`src/rtl/mmio_uart_tx.sv`:
```
// -----------------------------------------------------------------------------
// mmio_uart_tx
// Memory-mapped UART transmitter on the core's data-memory bus. Stores to the
// TXDATA register queue a byte in a small FIFO. The FSM sends each queued byte
// as an 8N1 frame on txd. Loads from the STATUS register return the FIFO and
// FSM state. The top-level muxes RD into readData whenever sel is high.
//
// Register window (8 bytes at BASE_ADDR):
//   +0 TXDATA  write: WD[7:0] pushed when writeStrobe[0]=1; read: 0
//   +4 STATUS  read: [0]=busy [1]=full [2]=empty [3]=ovf [15:8]=count
//              write: writeStrobe[0] & WD[3] clears the sticky ovf flag
//
// Ports:
//   clk          rising-edge clock
//   reset        asynchronous, active-high reset
//   WE           store enable (memWrite)
//   writeStrobe  byte-lane enables of the store
//   A            data address (aluResult)
//   WD           store data
//   RD           combinational read data, 0 when sel=0
//   sel          combinational window decode
//   txd          registered serial output, idle high
//   irq_empty    registered: FIFO empty and transmitter idle
// -----------------------------------------------------------------------------
module mmio_uart_tx #(
    parameter logic [31:0] BASE_ADDR    = 32'h0000_1000,
    parameter int          CLKS_PER_BIT = 16,
    parameter int          FIFO_DEPTH   = 8
) (
    input  logic        clk,
    input  logic        reset,
    input  logic        WE,
    input  logic [3:0]  writeStrobe,
    input  logic [31:0] A,
    input  logic [31:0] WD,
    output logic [31:0] RD,
    output logic        sel,
    output logic        txd,
    output logic        irq_empty
);

    localparam int PW = $clog2(FIFO_DEPTH);
    localparam int CW = $clog2(FIFO_DEPTH + 1);
    localparam int BW = (CLKS_PER_BIT > 1) ? $clog2(CLKS_PER_BIT) : 1;

    typedef enum logic [1:0] {IDLE, START, DATA, STOP} state_t;

    state_t          state, state_n;
    logic [BW-1:0]   bcnt, bcnt_n;
    logic [2:0]      bitidx, bitidx_n;
    logic [7:0]      shiftreg, shift_n;
    logic            txd_n;

    logic [7:0]      mem [FIFO_DEPTH];
    logic [PW-1:0]   wrptr, rdptr;
    logic [CW-1:0]   count, count_n;
    logic            ovf;

    logic            empty, full, busy, bitdone;
    logic            push_req, clr_req, push_ok, ovf_set, pop;

    // The low address bits, the upper store lanes and the upper data bits are
    // don't-cares for this peripheral; they are gathered here on purpose.
    logic unused_bits;
    assign unused_bits = &{1'b0, A[1:0], writeStrobe[3:1], WD[31:8]};

    // Bus decode. Only lane 0 of a store carries the TX byte or the ovf clear.
    assign sel      = (A[31:3] == BASE_ADDR[31:3]);
    assign push_req = WE & sel & ~A[2] & writeStrobe[0];
    assign clr_req  = WE & sel &  A[2] & writeStrobe[0] & WD[3];

    assign empty   = (count == '0);
    assign full    = (count == CW'(FIFO_DEPTH));
    assign busy    = (state != IDLE);
    assign bitdone = (bcnt == BW'(CLKS_PER_BIT - 1));

    // A push into a full FIFO is still accepted when a pop frees a slot at
    // the same edge; only a truly blocked push is dropped and flagged.
    assign push_ok = push_req & (~full | pop);
    assign ovf_set = push_req & full & ~pop;

    // Status word is purely combinational so reads see the current state,
    // including the cleared FIFO while reset is held.
    always_comb begin
        RD = '0;
        if (sel && A[2]) begin
            RD[15:8] = 8'(count);
            RD[3]    = ovf;
            RD[2]    = empty;
            RD[1]    = full;
            RD[0]    = busy;
        end
    end

    // FIFO occupancy bookkeeping: count moves by push minus pop and can never
    // exceed the depth because blocked pushes are rejected above.
    always_comb begin
        count_n = count;
        case ({push_ok, pop})
            2'b10:   count_n = count + CW'(1);
            2'b01:   count_n = count - CW'(1);
            default: count_n = count;
        endcase
    end

    // FIFO pointers, occupancy and the sticky overflow flag. A set wins over
    // a clear arriving at the same edge so no overflow is ever lost.
    always_ff @(posedge clk or posedge reset) begin
        if (reset) begin
            wrptr <= '0;
            rdptr <= '0;
            count <= '0;
            ovf   <= 1'b0;
        end else begin
            if (push_ok) wrptr <= wrptr + PW'(1);
            if (pop)     rdptr <= rdptr + PW'(1);
            count <= count_n;
            if (ovf_set)      ovf <= 1'b1;
            else if (clr_req) ovf <= 1'b0;
        end
    end

    // FIFO storage; data contents need no reset because occupancy guards them.
    always_ff @(posedge clk) begin
        if (push_ok) mem[wrptr] <= WD[7:0];
    end

    // Transmitter next-state logic. Each of START, the eight DATA bits and
    // STOP occupies one full baud period. The last STOP cycle chains straight
    // into the next frame when a byte is waiting, so queued bytes go out with
    // no idle gap. txd is derived from the next state so the output flop lines
    // up with the state it represents.
    always_comb begin
        state_n  = state;
        bcnt_n   = bcnt;
        bitidx_n = bitidx;
        shift_n  = shiftreg;
        pop      = 1'b0;
        case (state)
            IDLE: begin
                if (!empty) begin
                    pop     = 1'b1;
                    state_n = START;
                    bcnt_n  = '0;
                    shift_n = mem[rdptr];
                end
            end
            START: begin
                if (bitdone) begin
                    state_n  = DATA;
                    bcnt_n   = '0;
                    bitidx_n = '0;
                end else begin
                    bcnt_n = bcnt + BW'(1);
                end
            end
            DATA: begin
                if (bitdone) begin
                    bcnt_n  = '0;
                    shift_n = shiftreg >> 1;
                    if (bitidx == 3'd7) state_n  = STOP;
                    else                bitidx_n = bitidx + 3'd1;
                end else begin
                    bcnt_n = bcnt + BW'(1);
                end
            end
            STOP: begin
                if (bitdone) begin
                    bcnt_n = '0;
                    if (!empty) begin
                        pop     = 1'b1;
                        state_n = START;
                        shift_n = mem[rdptr];
                    end else begin
                        state_n = IDLE;
                    end
                end else begin
                    bcnt_n = bcnt + BW'(1);
                end
            end
            default: begin
                state_n = IDLE;
                bcnt_n  = '0;
            end
        endcase

        case (state_n)
            START:   txd_n = 1'b0;
            DATA:    txd_n = shift_n[0];
            default: txd_n = 1'b1;
        endcase
    end

    // Transmitter registers. Reset drops the line back to idle-high at once,
    // even in the middle of a frame. irq_empty tracks the next values so it
    // agrees with the FSM and FIFO flops in the same cycle.
    always_ff @(posedge clk or posedge reset) begin
        if (reset) begin
            state     <= IDLE;
            bcnt      <= '0;
            bitidx    <= '0;
            shiftreg  <= '0;
            txd       <= 1'b1;
            irq_empty <= 1'b1;
        end else begin
            state     <= state_n;
            bcnt      <= bcnt_n;
            bitidx    <= bitidx_n;
            shiftreg  <= shift_n;
            txd       <= txd_n;
            irq_empty <= (count_n == '0) && (state_n == IDLE);
        end
    end

endmodule

```
`config.mk`:
```
export PLATFORM = sky130hd
export DESIGN_NAME = mmio_uart_tx
export DESIGN_NICKNAME = d
export VERILOG_FILES = /design/src/rtl/mmio_uart_tx.sv
export SDC_FILE = /design/constraint.sdc
export NUM_CORES = 1
export LEC_CHECK = 0
export ABC_AREA = 1
export CAP_MARGIN = 20
export CORE_MARGIN = 1.5
export CORE_UTILIZATION = 50
export CTS_CLUSTER_DIAMETER = 100
export DETAILED_ROUTE_END_ITERATION = 10
export PLACE_DENSITY = 0.79
export SETUP_SLACK_MARGIN = 0.02
export SKIP_LAST_GASP = 1
export SYNTH_ARGS = -nofsm -noshare
export SYNTH_HDL_FRONTEND = slang
export SYNTH_SLANG_ARGS = --single-unit
```
`constraint.sdc`:
```
create_clock -name clk -period 4.3 [get_ports clk]
set_input_delay 0.86 -clock clk [delete_from_list [all_inputs] [get_ports clk]]
set_output_delay 0.86 -clock clk [all_outputs]
set_load 0.02 [all_outputs]
```
==> metrics.yaml, run 1 <==
run_status:
  status: "finished, final reports clean"
worst_setup_path:
  end_kind: "output pin"
  worst_ep_required_time_ns: 3.44
  start_kind: "input pin"
  critPathArrivalTime_ns: 2.87
  crit_type: "input pin to output pin"
  cp_max_fo: 8
clock_network:
  cts_buffer_depth: 2
  htreeDepth: 3
  cts_resized: 0
  insertion_delay_ns: 0.37
  cts.sinks: 94
  cts_buffers: 9
  cts_tree: "done"
  hold_buffers: 0
  cts_setup_buffers: 0
  root_buffer: "clkbuf_8"
  cts.clk_slew.worst_paths_ns: 0.09
synth:
  synth-edff-count: 64
  netlist_area_sq_mm: 0.004713
  syn_area_per_cell_sq_um: 9.758
  synthFlopType: "edfxtp_1"
  async_flop_share: 0.3191
  yosysSeqAreaShare: 0.5676
  ys_types: 41
  yosys_warnings: 0
  synth-seq-cells: 94
  syn-instance-count: 483
placement:
  portBuffers: 52
  dp_hpwl_mm: 6.468
  dp.cells: 643
  finalWeightedCongestion: 0.8328
  pre_cts_ws_ns: 0.5349
timing:
  rsz0062_at_grt: "no"
  min_period_ns: 3.726
  slew_viol_final: 0
  relSlewSlack: 0.4778
  fmax_mhz: 268.4
  setup_slack_ns: 0.5742
  setup_viol: 0
  worst_pin_slew_ns: 0.7832
  timing.final.crit_share: 0.8665
  skew_ns: 0.01101
  setup_tns_ns: 0
  hold_viol_final: 0
routing:
  vias: 3467
  dr.pass1.iters: 5
  wl_per_cell_um: 14.43
  vias_per_cell: 5.261
  ant_nets: 0
  drc: 0
  wl_mm: 9.510
  drt_first_iter_violations: 210
pwr:
  power_switching_uw: 345.4
  ir_worst_vdd_mv: 0.2621
  seq_power_share: 0.576
  power.density_mw_per_mm2: 303.2
  internal-power_mw: 1.332
  power_leakage_nw: 2.199
  combPwrFrac: 0.046
  swShare: 0.2059
  clock_power_share: 0.378
global_route:
  grt_first_pass_wirelength_mm: 15.49
  grt_max_degree: 35
  grt_pass1_vias: 3466
  grt_antenna_before_repair: 0
  grt_use_total: 0.2031
  grt-ovfl-total: 0
cells_and_area:
  n_fill_cell: 738
  drive_gt1_frac: 0.08577
  nets: 628
  n_antenna_cell: 0
  fin_cells: 659
  syn2layout_area_growth_pct: 17.33
die:
  die_area_sq_mm: 0.01002
  dieWidth_um: 100.1
  pin_count: 106
  core_sq_mm: 0.009196
  initial_core_util: 0.5125
  die_y_um: 100.1
  rows: 35
min_path:
  min-delay-path-class: "register to register"
flow_run:
  drv_cap: 0
critical path: stages:
cell and delay [ns]:
clkdlybuf4s50_1 0.40, inv_1 0.06, nand2_1 0.04, nor2_1 0.10, nand2_1 0.05, nor2_1 0.14, and2_1 0.21, nand2_1 0.19
nor3_1 0.18, clkdlybuf4s50_1 0.63
metrics by stage:
step                      instance area [sq um]  power (mW)  utilization  hold slack, ns
after floorplan                            4800       1.033            -          0.4573
after global placement                     5296       1.062       0.5759          0.4917
after detailed placement                   5296       1.064       0.5759          0.5071
after CTS                                  5515       1.680       0.5997          0.5266
after global routing                       5530       1.723       0.6014          0.5558
final                                      5530       1.677       0.6014          0.5298
state kept, by name (all words and copies together) (netlist names):
signal / flops
mem: 64
txd: 1
irq_empty: 1
state: 2
wrptr: 3
ovf: 1
bitidx: 3
count: 4
bcnt: 4
shiftreg: 8
rdptr: 3
per-layer routing:
| layer | up-vias | routed length (um) | track usage |
|---|---|---|---|
| met3 | 17 | 644 | 0.05850 |
| met5 | - | 0 | 0 |
| met4 | 0 | 153 | 0.08884 |
| met1 | 1622 | 3748 | 0.2247 |
| li1 | 1701 | - | - |
| met2 | 127 | 4964 | 0.3637 |
power groups by stage:
stage / combinational (mW) / sequential [mW] / clock, mW
after floorplan: 0.0460 / 0.987 / 0
after global placement: 0.0751 / 0.987 / 0
after detailed placement: 0.0768 / 0.987 / 0
after CTS: 0.0769 / 0.967 / 0.637
after global routing: 0.0852 / 0.967 / 0.671
final: 0.0766 / 0.967 / 0.634
cells by family (layout without fill, tap and decap cells):
group | Yosys count | count (layout) | synth area share
xor gates and xnor gates | 5 | 5 | 0.009291
adders and majority gates | 13 | 13 | 0.03610
and+or+nand+nor | 184 | 184 | 0.1773
buffers and inverters | 100 | 142 | 0.1006
DFF | 94 | 94 | 0.5676
AOI/OAI and AO/OA | 86 | 86 | 0.1083
other | 1 | 24 | 0.0007956
Yosys cell counts (2+ instances only):
master     n  area [sq um]
dfstp_2    2         52.55
o211ai_1   6         45.04
buf_2      7         35.03
dfrtp_1   28         700.7
nand2_1   53         198.9
o21ai_0   50         250.2
inv_2      7         26.28
nand3_2    2         20.02
a311oi_1   4         35.03
o221ai_1   2         17.52
a21oi_1    6         30.03
o22ai_1    7         43.79
nand2_4    3         33.78
clkbuf_1   4         15.01
ha_1      12         150.1
nand3_1   23         115.1
nor2_1    77         289.0
buf_4     24         180.2
edfxtp_1  64          1922
o21ai_1    3         15.01
and2_1     2         12.51
xor2_1     4         35.03
inv_1     58         217.7
nor2_4     2         22.52
o32ai_1    2         17.52
nand2_2    2         12.51
nor3_1    15         75.07
area by class of cell:
class / count / area [sq um] / area share
sequential: 94 / 2675 / 0.4837
multi-input combinational: 312 / 1650 / 0.2984
timing repair buffer: 62 / 603.1 / 0.1090
inverter: 65 / 244.0 / 0.04412
tap: 111 / 138.9 / 0.02511
clock buffer: 9 / 123.9 / 0.02240
clock inverter: 6 / 95.09 / 0.01719
final timing paths:
check / from / to / slack (ns) / cells after the start
max in group asynchronous: reset / irq_empty / 3.10 / 3
min reg2reg: shiftreg[0] / shiftreg[0] / 0.53 / 2
max reg2reg: state[1] / irq_empty / 1.20 / 18
min in group asynchronous: reset / count[1] / 0.87 / 3
min: shiftreg[0] / shiftreg[0] / 0.53 / 2
max: A[27] / RD[1] / 0.57 / 10
layout by cell type, fill, tap and decap left out, drive strengths merged, types with 4 or more instances in the layout:
| cell | n |
|---|---|
| a21oi | 7 |
| a311oi | 4 |
| buf | 10 |
| clkbuf | 9 |
| clkdlybuf4s50 | 52 |
| conb | 24 |
| dfrtp | 28 |
| edfxtp | 64 |
| ha | 12 |
| inv | 66 |
| nand2 | 58 |
| nand3 | 26 |
| nor2 | 81 |
| nor3 | 15 |
| o211ai | 6 |
| o21ai | 53 |
| o22ai | 7 |
| xor2 | 4 |
Note: power is estimated with default switching activity, not from simulation.
==> run 2, diff against run 1 <==
--- a/config.mk
+++ b/config.mk
@@ -7,7 +7,7 @@
 export LEC_CHECK = 0
 export ABC_AREA = 1
 export CAP_MARGIN = 20
-export CORE_MARGIN = 1.5
+export CORE_MARGIN = 8
 export CORE_UTILIZATION = 50
 export CTS_CLUSTER_DIAMETER = 100
 export DETAILED_ROUTE_END_ITERATION = 10
==> run 2 against run 1 <==
Compared with the run above:
- fmax shrank 0.58%
- worst hold slack lost 0.0069 ns
- register-to-register slack gained 0.07 ns
- via count shrank 1.5%
- utilization shrank 0.24 points
- routed wire length grew 4.7%
==> metrics.yaml, run 2 (same netlist as run 1, synthesis figures left out) <==
die:
  rows: 35
  pin_count: 106
  initial_core_util: 0.5125
  core_sq_mm: 0.009196
  die_area_sq_mm: 0.01279
  dieWidth_um: 113.1
  die_y_um: 113.1
worst_setup_path:
  worst_path_max_delay_cell: "clkdlybuf4s50_1"
  crit_buf_inv: 3
  critPathArrivalTime_ns: 2.89
  worst_ep_required_time_ns: 3.44
  path_cells: "clkdlybuf4s50_1, inv_1, nand2_1, nor2_1, nand2_1, nor2_1, and2_1, nand2_1, nor3_1, clkdlybuf4s50_1"
  end_kind: "output pin"
  start_kind: "input pin"
  critPathMaxStageDelay_ns: 0.64
  crit_type: "input pin to output pin"
  cp_max_fo: 8
  cp_top_family: "buffers and inverters"
  worst_path_most_repeated_cell: "nand2_1"
timing:
  skew_ns: 0.01409
  setup_viol: 0
  whs_ns: 0.5229
  rsz0062_at_grt: "no"
  timing.final.crit_share: 0.8716
  worst_pin_slew_ns: 0.8498
  setup_slack_ns: 0.5523
  hold_viol_final: 0
  min_period_ns: 3.748
  slew_viol_final: 0
  relSlewSlack: 0.4335
  setup_tns_ns: 0
  fmax_mhz: 266.8
clock_network:
  cts_buffer_depth: 2
  cts.clk_slew.worst_paths_ns: 0.08
  hold_buffers: 0
  cts_resized: 0
  insertion_delay_ns: 0.36
  cts_buffers: 9
  htreeDepth: 3
  cts_setup_buffers: 0
  root_buffer: "clkbuf_8"
  cts.sinks: 94
  cts_tree: "done"
cells_and_area:
  nets: 628
  layout_commonest_cell: "nor2_1"
  final_cell_mix: "nor2_1, edfxtp_1, inv_1"
  syn2layout_area_growth_pct: 16.86
  drive_gt1_frac: 0.08561
  final_util: 0.5989
  reg_top3: "mem: 64 flops, shiftreg: 8 flops"
  top_register: "mem"
  n_antenna_cell: 0
  fin_cells: 660
  largest_register_ffs: 64
global_route:
  grt_first_pass_wirelength_mm: 15.80
  grt_max_degree: 35
  grt-ovfl-total: 0
  grt_use_total: 0.1581
  grt_pass1_vias: 3241
  grt_antenna_before_repair: 0
run_status:
  status: "finished, final reports clean"
routing:
  drc: 0
  vias_per_cell: 5.173
  vias: 3414
  dr.pass1.iters: 4
  drt_first_iter_violations: 240
  wl_mm: 9.957
  ant_nets: 0
  wl_per_cell_um: 15.09
placement:
  dp.cells: 643
  portBuffers: 52
  dp_hpwl_mm: 6.792
  finalWeightedCongestion: 0.8111
  pre_cts_ws_ns: 0.5304
min_path:
  min-delay-path-class: "register to register"
pwr:
  ir_worst_vdd_mv: 0.2812
  power_leakage_nw: 2.192
  power.density_mw_per_mm2: 287.9
flow_run:
  drv_cap: 0
-- run 2: final timing paths --
check | from | end | slack [ns] | cells past startpoint
max | A[27] | RD[1] | 0.55 | 10
min | bcnt[0] | bcnt[0] | 0.52 | 1
max reg2reg | state[1] | irq_empty | 1.27 | 18
min reg2reg | bcnt[0] | bcnt[0] | 0.52 | 1
max in group asynchronous | reset | txd | 3.10 | 3
min in group asynchronous | reset | count[1] | 0.87 | 3
-- run 2: metrics by stage --
| step | area (sq um) | total power, mW |
|---|---|---|
| 2_1_floorplan | 4800 | 1.033 |
| 3_3_place_gp | 5296 | 1.062 |
| 3_5_place_dp | 5296 | 1.063 |
| 4_1_cts | 5480 | 1.593 |
| 5_1_grt | 5508 | 1.637 |
| 6_report | 5508 | 1.586 |
-- run 2: power breakdown --
group	switching, mW	total, mW	leakage (nW)	internal (mW)
sequential	0.0000000119	0.967	0.927	0.967
combinational	0.0406	0.0768	1.18	0.0362
clock	0.311	0.542	0.0901	0.231
total	0.351	1.59	2.19	1.23
-- run 2: area by class of cell --
type                       count  area [sq um]
sequential                    94          2675
multi-input combinational    312          1650
clock buffer                  11         141.4
tap                          111         138.9
fill                         728          3689
inverter                      65         244.0
timing repair buffer          62         615.6
clock inverter                 5         42.54
-- run 2: per-layer routing --
metal | vias to the layer above | global-route usage | routed length [um]
met5 | - | 0 | 0
met4 | 0 | 0.06483 | 245
met3 | 15 | 0.03408 | 686
met2 | 112 | 0.2687 | 4957
met1 | 1588 | 0.1908 | 4068
li1 | 1699 | - | -
